[src/rtl/mem_stream_reader_if.sv]
// MemoryBus: request/response bus between a read master and the DRAM stage.
//   ms* signals travel master -> slave (request channel, msTaken returns).
//   sm* signals travel slave -> master (response channel, smTaken returns).
//   IDs are 6 bits wide; masters with fewer tag bits leave the upper bits 0.
interface MemoryBus;
  logic        msValid;
  logic [31:0] msAddress;
  logic        msWrite;
  logic [31:0] msData;
  logic [5:0]  msID;
  logic        msTaken;
  logic        smValid;
  logic [31:0] smData;
  logic [5:0]  smID;
  logic        smTaken;

  modport Master (
    output msValid, msAddress, msWrite, msData, msID, smTaken,
    input  msTaken, smValid, smData, smID
  );

  modport Slave (
    input  msValid, msAddress, msWrite, msData, msID, smTaken,
    output msTaken, smValid, smData, smID
  );
endinterface

[src/rtl/mem_stream_reader.sv]
// mem_stream_reader: issues a run of sequential word reads on a MemoryBus,
// keeps up to 2^TAG_BITS reads in flight, realigns out-of-order responses in
// a tag-indexed reorder buffer and emits them as an in-order ready/valid stream.
// Ports:
//   clock, reset        - rising-edge clock, asynchronous active-high reset
//   start, base, count  - launch a run of `count` words from byte address `base`
//   busy, done          - run in progress / one-cycle completion pulse
//   bus                 - MemoryBus master side (requests out, responses in)
//   outData, outValid   - in-order stream word and its valid
//   outReady            - downstream accept
module mem_stream_reader #(
  parameter int TAG_BITS = 3,
  parameter int STRIDE   = 4
) (
  input  logic            clock,
  input  logic            reset,
  input  logic            start,
  input  logic [31:0]     base,
  input  logic [15:0]     count,
  output logic            busy,
  output logic            done,
  MemoryBus.Master        bus,
  output logic [31:0]     outData,
  output logic            outValid,
  input  logic            outReady
);

  localparam int DEPTH = 1 << TAG_BITS;

  typedef enum logic {S_IDLE, S_RUN} state_t;

  state_t                state;
  logic [16:0]           count_q;
  logic [16:0]           i_q;        // issue index
  logic [16:0]           r_q;        // retire index
  logic                  req_valid_q;
  logic [31:0]           addr_q;     // always base + i*STRIDE
  logic [TAG_BITS-1:0]   tag_q;
  logic [31:0]           slot_data [DEPTH];
  logic [DEPTH-1:0]      slot_valid;

  logic                  issue_fire;
  logic                  pop_fire;
  logic [16:0]           i_next;
  logic [16:0]           r_next;
  logic                  can_issue;
  logic [TAG_BITS-1:0]   head;
  logic [TAG_BITS-1:0]   rsp_tag;
  logic [TAG_BITS-1:0]   rsp_off;
  logic                  rsp_accept;

  assign issue_fire = req_valid_q && bus.msTaken;
  assign head       = r_q[TAG_BITS-1:0];
  assign outValid   = slot_valid[head];
  // NOTE: slot_data is never reset, so the read is gated to keep outData at 0
  // whenever nothing valid is being presented.
  assign outData    = outValid ? slot_data[head] : 32'd0;
  assign pop_fire   = outValid && outReady;

  assign i_next = i_q + 17'(issue_fire);
  assign r_next = r_q + 17'(pop_fire);
  // Uses the post-pop retire index, so a freed credit is visible to the
  // request presented right after the pop edge, never in the pop cycle itself.
  assign can_issue = (i_next < count_q) && ((i_next - r_next) < 17'(DEPTH));

  // A tag is in flight when its distance from the head is below i - r.
  // IDs with nonzero bits above the tag field were never issued.
  assign rsp_tag    = bus.smID[TAG_BITS-1:0];
  assign rsp_off    = rsp_tag - head;
  assign rsp_accept = bus.smValid && (state == S_RUN)
                    && ((bus.smID >> TAG_BITS) == 6'd0)
                    && !slot_valid[rsp_tag]
                    && (17'(rsp_off) < (i_q - r_q));

  // Every in-flight tag owns a reserved slot, so responses are never stalled.
  assign bus.smTaken   = bus.smValid && !reset;
  assign bus.msValid   = req_valid_q;
  assign bus.msAddress = addr_q;
  assign bus.msID      = 6'(tag_q);
  assign bus.msWrite   = 1'b0;
  assign bus.msData    = 32'd0;

  always_ff @(posedge clock or posedge reset) begin
    if (reset) begin
      state       <= S_IDLE;
      count_q     <= '0;
      i_q         <= '0;
      r_q         <= '0;
      req_valid_q <= 1'b0;
      addr_q      <= '0;
      tag_q       <= '0;
      busy        <= 1'b0;
      done        <= 1'b0;
      slot_valid  <= '0;
    end else begin
      // NOTE: non-blocking default; a later assignment in this block overrides
      // it, which is how done becomes a single-cycle pulse.
      done <= 1'b0;
      case (state)
        S_IDLE: begin
          if (start) begin
            if (count != 16'd0) begin
              state       <= S_RUN;
              busy        <= 1'b1;
              count_q     <= {1'b0, count};
              i_q         <= '0;
              r_q         <= '0;
              slot_valid  <= '0;
              req_valid_q <= 1'b1;
              addr_q      <= base;
              tag_q       <= '0;
            end else begin
              done <= 1'b1;
            end
          end
        end
        S_RUN: begin
          i_q <= i_next;
          r_q <= r_next;
          if (rsp_accept) slot_valid[rsp_tag] <= 1'b1;
          if (pop_fire)   slot_valid[head]    <= 1'b0;
          // Request fields only move once the current request is taken.
          if (!req_valid_q || bus.msTaken) begin
            req_valid_q <= can_issue;
            tag_q       <= i_next[TAG_BITS-1:0];
          end
          if (issue_fire) addr_q <= addr_q + 32'(STRIDE);
          if (r_next == count_q) begin
            state <= S_IDLE;
            busy  <= 1'b0;
            done  <= 1'b1;
          end
        end
        default: state <= S_IDLE;
      endcase
    end
  end

  always_ff @(posedge clock) begin
    if (rsp_accept) slot_data[rsp_tag] <= bus.smData;
  end

endmodule

[src/flat_wrapper.sv]
// flat-port wrapper written by rule: the top's interface ports become plain ports
module mem_stream_reader_flat 
#(
  parameter int TAG_BITS = 3,
  parameter int STRIDE   = 4
)
  (clock, reset, start, base, count, busy, done, outData, outValid, outReady, bus_msValid, bus_msAddress, bus_msWrite, bus_msData, bus_msID, bus_smTaken, bus_msTaken, bus_smValid, bus_smData, bus_smID);
  MemoryBus bus_i ();
  input  logic clock;
  input  logic reset;
  input  logic start;
  input  logic [31:0] base;
  input  logic [15:0] count;
  output logic busy;
  output logic done;
  output logic [31:0] outData;
  output logic outValid;
  input  logic outReady;
  output wire logic [$bits(bus_i.msValid)-1:0] bus_msValid;
  output wire logic [$bits(bus_i.msAddress)-1:0] bus_msAddress;
  output wire logic [$bits(bus_i.msWrite)-1:0] bus_msWrite;
  output wire logic [$bits(bus_i.msData)-1:0] bus_msData;
  output wire logic [$bits(bus_i.msID)-1:0] bus_msID;
  output wire logic [$bits(bus_i.smTaken)-1:0] bus_smTaken;
  input wire logic [$bits(bus_i.msTaken)-1:0] bus_msTaken;
  input wire logic [$bits(bus_i.smValid)-1:0] bus_smValid;
  input wire logic [$bits(bus_i.smData)-1:0] bus_smData;
  input wire logic [$bits(bus_i.smID)-1:0] bus_smID;
  assign bus_msValid = bus_i.msValid;
  assign bus_msAddress = bus_i.msAddress;
  assign bus_msWrite = bus_i.msWrite;
  assign bus_msData = bus_i.msData;
  assign bus_msID = bus_i.msID;
  assign bus_smTaken = bus_i.smTaken;
  assign bus_i.msTaken = bus_msTaken;
  assign bus_i.smValid = bus_smValid;
  assign bus_i.smData = bus_smData;
  assign bus_i.smID = bus_smID;
  mem_stream_reader #(.TAG_BITS(TAG_BITS), .STRIDE(STRIDE)) u_core (.clock(clock), .reset(reset), .start(start), .base(base), .count(count), .busy(busy), .done(done), .bus(bus_i), .outData(outData), .outValid(outValid), .outReady(outReady));
endmodule
[config.mk]
export PLATFORM = sky130hd
export DESIGN_NAME = mem_stream_reader_flat
export DESIGN_NICKNAME = d
export VERILOG_FILES = /design/src/rtl/mem_stream_reader_if.sv /design/src/rtl/mem_stream_reader.sv /design/src/flat_wrapper.sv
export SDC_FILE = /design/constraint.sdc
export NUM_CORES = 1
export LEC_CHECK = 0
export CAP_MARGIN = 20
export CORE_MARGIN = 2
export CORE_UTILIZATION = 25
export DETAILED_ROUTE_END_ITERATION = 8
export REMOVE_ABC_BUFFERS = 1
export SLEW_MARGIN = 25
export SYNTH_ARGS = -nofsm -noshare
export SYNTH_HDL_FRONTEND = slang
export SYNTH_SLANG_ARGS = --single-unit
[constraint.sdc]
create_clock -name clock -period 17.4 [get_ports clock]
set_input_delay 1.74 -clock clock [delete_from_list [all_inputs] [get_ports clock]]
set_output_delay 1.74 -clock clock [all_outputs]
set_load 0.01 [all_outputs]
=== After elaboration in Yosys (flattened, before gate mapping) ===
Memories as Yosys holds them, arrays and structs flattened.
Cells that the tools add are included.
Widths: inputs -> output; s select.

* Flip-flop bits (word level): 97
* RAM bits: 256
* Logic and storage cells: 98
* Memories: 1
* Bits of input ports: 92

* Eq/ne operators: 6
* Bitwise operators: 4
* Muxes and demuxes: 43
* Add/sub/neg operators: 6
* Reduce and logical (&&, ||, !) cells: 21
* Order comparisons: 7

{| class="wikitable"
|+ Memories
! name !! words !! bits a word !! rd ports !! clocked after memory_dff !! write ports !! RTL line !! source
|-
| u_core.slot_data || 8 || 32 || 1 || 0 || 1 || mem_stream_reader.sv:39 || <nowiki>logic [31:0] slot_data [DEPTH];</nowiki>
|}

{| class="wikitable"
|+ Operator list
! operator !! number
|-
| $mux 32 || 4
|-
| $pmux 17 s2 || 2
|-
| $pmux 32 s2 || 1
|-
| $mux 8 || 5
|-
| $add 17x1->17 || 2
|-
| $mux 17 || 2
|-
| $sub 17x17->17 || 2
|-
| $add 32x3->32 const B || 1
|-
| $eq 17x16->1 || 1
|-
| $lt 17x16->1 || 1
|-
| $lt 17x4->1 const B || 1
|-
| $lt 3x17->1 || 1
|-
| $mux 1 || 16
|-
| $pmux 8 s2 || 1
|-
| $reduce_bool 16->1 || 1
|-
| $reduce_and 3->1 || 4
|-
| $logic_and 1x1->1 || 10
|-
| $mux 3 || 3
|-
| $and 8x8->8 || 1
|-
| $lt 3x4->1 const B || 2
|-
| $ne 2x2->1 const B || 4
|-
| $not 8->8 || 1
|-
| $or 8x8->8 || 1
|-
| $pmux 1 s2 || 4
|-
| other kinds (11) || 16
|}

=== Depth between registers and ports, before layout ===
* Word-level depth: 10
* Gate-level depth with buffers: 19
* Gate-level depth less buffers: 17

=== Worst setup path after synthesis ===
No wires, ideal clock.

* Path kind: input-to-reg
* Start point: input bus_smID[0]
* End point: memory u_core.slot_data[7][0] (enable)
* Arrival time: 6.631 ns
* Setup time: 0.501 ns
* Data required time: 16.899 ns
* Cell stages on the path: 14
* Slack: 10.267 ns
* Path buffers: 0
* Path through: inv_1 -> ha_1 -> inv_1 -> fa_1 -> xnor2_1 -> xnor2_1 -> ha_1 -> a21oi_1 -> a2111oi_0 -> nand4_1 -> a211o_1 -> or4_4 -> nor3_4 -> nor4_1

* Longest elaborated chain between the ends: 7
* Elaborated cells on any way between the ends: 9
* Those cells by class: add/sub (1); order compare (1); mux (4); reduce/logical (3)

{| class="wikitable"
|+ RTL lines
! what !! RTL line !! source
|-
| from (decl) || flat_wrapper.sv:28 || <nowiki>input wire logic [$bits(bus_i.smID)-1:0] bus_smID;</nowiki>
|-
| parallel branches: the longest is 7 deep, another holds $lt 3x17->1 || -- ||
|-
| to (decl) || mem_stream_reader.sv:39 ||
|}

Several ways; the timed one is not identified. The select of a mux whose other input is x is not followed.

=== Worst setup path after layout ===
* Start point: input bus_smID[0]
* End point: memory u_core.slot_data[2][14] (enable)

The elaborated chain is that of the path after synthesis.

==> flow_metrics.tcl <==
set metrics [dict create \
    power_density_nw_per_um2 131 \
    clockBufferDepth 3 \
    port_buffers 163 \
    p_total_w 0.00284 \
    place_area_um2 20400 \
    setup_viol 0 \
    start_util 0.252 \
    area_growth_syn_to_layout_pct 22.8 \
    regArea_um2 10100 \
    synth_cells 1389 \
    cp_top_family "simple AND/OR/NAND/NOR gates" \
    grt_max_degree 69 \
    postCtsSetupBuffers 0 \
    slew_violations 0 \
    clock-root-buffer "clkbuf_16" \
    gp_congestion 0.871 \
    dpl.hpwl_um 31900 \
    intPower_w 0.00189 \
    synth_edf_count 256 \
    pre_cts_slack_ps 10920 \
    viasPerCell 4.74 \
    end_kind "flip-flop" \
    drive_above_1_share 0.124 \
    yosysSeqAreaShare 0.573 \
    hold_violations 0 \
    drtPass1Iterations 5 \
    p_clk_frac 0.290 \
    antenna_found_initial 9 \
    rsz0062_at_grt "false" \
    fin_ws_ps 11460 \
    holdWs_ps 502 \
    yosys-top-cells-area "edfxtp_1, dfrtp_1, mux4_2" \
    synthArstFlopShare 0.275 \
    htreeDepth 2 \
    crit_required_ps 17700 \
    outcome "completed" \
    crit_path_max_fanout 19 \
    ys_seq_elements 353 \
    cts_buffers 38 \
    worst_path_max_delay_cell "nor3_4" \
    grt_pass1_wl_um 72200 \
    ant_nets 0 \
    wl_per_cell_um 18.5 \
    path_clk_slew_ps 60 \
    layout.nets 1696 \
    grt_pass1_vias 12000 \
    cts_tree "built" \
    relSlewSlack 0.315 \
    cap_violations 0 \
    synth_flop_cell "edfxtp_1" \
    p_comb_frac 0.347 \
    netlist.area_leader.share 0.435 \
    syn_area_per_cell_um2 12.7 \
    cp_cell_sequence "clkdlybuf4s50_1, inv_1, ha_1, inv_1, fa_1, xnor2_1, xnor2_1, ha_1, a21oi_1, a2111oi_0, nand4_1, a211o_1, or4_4, nor3_4, nor2_4, buf_16" \
    max_stage_delay_ps 730 \
    seqPwrFrac 0.363 \
    min_period_ps 5940 \
    drt_iter0_drc 866 \
    grt_usage 0.126 \
    dieHeight_um 270 \
    final.fill_count 7027 \
    ctsResizeCount 0 \
    boundaryPins 200 \
    routed_wl_um 46600 \
    p_sw_frac 0.336 \
    p_sw_w 0.000954 \
    design_area_um2 21700 \
    tightest_slew_ps 1030 \
    skew_ps 28.8 \
    yosys_warnings 0 \
    clk-insertion-delay-late_ps 570 \
    r2r_slack_ps 11690 \
    postCtsHoldBufs 0 \
    fin_crit_sh 0.341 \
    path_buf_inv 4 \
    clock_sinks 353 \
    die_x_um 270 \
    rows 97 \
    yosysUniqueCellTypes 77 \
    synth_area_leader_cell "edfxtp_1" \
    core_area_um2 70000 \
    syn_area_um2 17700 \
    via_count 12000 \
    die-area_um2 72800 \
    hold_path.class "flip-flop to flip-flop" \
    power_leakage_nw 7.83 \
    cp-start-kind "input port" \
    critPathArrivalTime_ps 6240 \
    ir_drop_v 0.0000961 \
    path_class "input port to flip-flop" \
    grt-ovfl-total 0 \
    drc_errors 0 \
    fin_setup_tns_ps 0 \
    fmax_mhz 168 \
    multiInputGateArea_um2 7000 \
]
area by class of cell:
class / instances / area share
Timing Repair Buffer: 182 / 0.0861
Clock buffer: 40 / 0.0442
Clock inverter: 30 / 0.0139
Sequential cell: 353 / 0.467
Inverter: 64 / 0.0112
Multi-Input combinational cell: 909 / 0.323
Antenna cell: 6 / 0.000692
Tap cell: 940 / 0.0542
layer usage:
| layer | routed length, um | track usage | part of all wire |
|---|---|---|---|
| met1 | 20400 | 0.161 | 0.44 |
| met2 | 23000 | 0.217 | 0.49 |
| met3 | 2260 | 0.0224 | 0.048 |
| met5 | 25 | 0 | 0.00054 |
| met4 | 987 | 0.0348 | 0.021 |
worst min-delay path: cells and delay by family, from the launching register on:
family,cells,cell delay [ps]
AO/OA/AOI/OAI,1,60
flip-flops,1,340
AND/OR/NAND/NOR,1,60
power groups by stage:
| stage | combinational [W] | sequential (W) | clock [W] |
|---|---|---|---|
| after floorplan | 0.000605 | 0.00107 | 0 |
| after global placement | 0.000982 | 0.00105 | 0 |
| after detailed placement | 0.000996 | 0.00105 | 0 |
| after CTS | 0.00100 | 0.00103 | 0.000846 |
| after global routing | 0.00108 | 0.00104 | 0.000878 |
| final | 0.000987 | 0.00103 | 0.000824 |
logic make-up after synthesis:
logic type,Yosys count,share of synthesized area
buf+inv,162,0.0431
fa+ha+maj,56,0.0405
xor+xnor,60,0.0302
other cells,1,0.000212
flops,353,0.573
compound gates,313,0.113
mux,97,0.103
simple gates,347,0.0970
Yosys cell counts (4+ instances only):
cell type / count
nor2_1: 51
mux2_2: 18
nand3_1: 50
nand2b_1: 9
and3_1: 19
o22ai_1: 40
a41oi_1: 6
buf_4: 38
clkbuf_1: 43
nand4_1: 16
a22o_1: 10
xnor2_1: 47
a211o_1: 6
nor3_1: 18
mux2i_1: 13
nand2_1: 122
o21ai_0: 61
xor2_1: 12
a211oi_1: 4
or3_1: 7
nor2b_1: 8
edfxtp_1: 256
a21oi_1: 101
mux4_2: 66
buf_1: 14
dfrtp_1: 97
nor4_1: 11
a21o_1: 25
inv_1: 62
a31oi_1: 5
a2111oi_0: 5
and2_1: 8
ha_1: 54
o31ai_1: 7
or4_1: 8
o21a_1: 5
path summary, 6_finish.rpt:
check	cells past startpoint	from	to
max in group asynchronous	3	reset	u_core.r_q[1]
min in group asynchronous	2	reset	u_core.slot_valid[7]
setup / recovery	16	bus_smID[0]	u_core.slot_data[2][14]
hold reg to reg	2	u_core.tag_q[0]	u_core.tag_q[0]
setup reg to reg	13	u_core.r_q[1]	u_core.slot_data[2][14]
hold / removal	2	u_core.tag_q[0]	u_core.tag_q[0]
metrics by stage:
stage | instances | utilization
after floorplan | 1326 | -
after global placement | 2442 | 0.289
after detailed placement | 2448 | 0.291
after CTS | 2518 | 0.309
after global routing | 2524 | 0.310
final | 2524 | 0.310
registers in the layout, indices dropped and copies added, names as in the netlist:
register	flops
u_core.bus.msAddress	32
u_core.bus.msValid	1
u_core.busy	1
u_core.count_q	16
u_core.done	1
u_core.i_q	17
u_core.r_q	17
u_core.slot_data	256
u_core.slot_valid	8
u_core.state	1
u_core.tag_q	3
cells in the final DEF, fill, tap and decap left out, types with 6 or more instances in the layout:
master	instances
o22ai_1	40
nor2b_1	8
nand4_1	16
ha_1	54
dfrtp_1	93
buf_4	13
or4_1	8
conb_1	36
o21ai_0	61
mux2_2	18
a22o_1	10
a41oi_1	6
inv_1	61
nand2b_1	9
nand2_1	122
xor2_1	12
and2_1	8
a211o_1	6
diode_2	6
and3_1	19
clkinv_2	6
nor4_1	10
xnor2_1	47
edfxtp_1	256
a21o_1	25
clkinv_1	12
mux2i_1	12
a21oi_1	99
nor2_1	47
nand3_1	49
mux4_2	66
or3_1	7
nor3_1	15
o31ai_1	7
clkbuf_16	38
clkdlybuf4s50_1	163
Power figures use the tool's default switching activity.
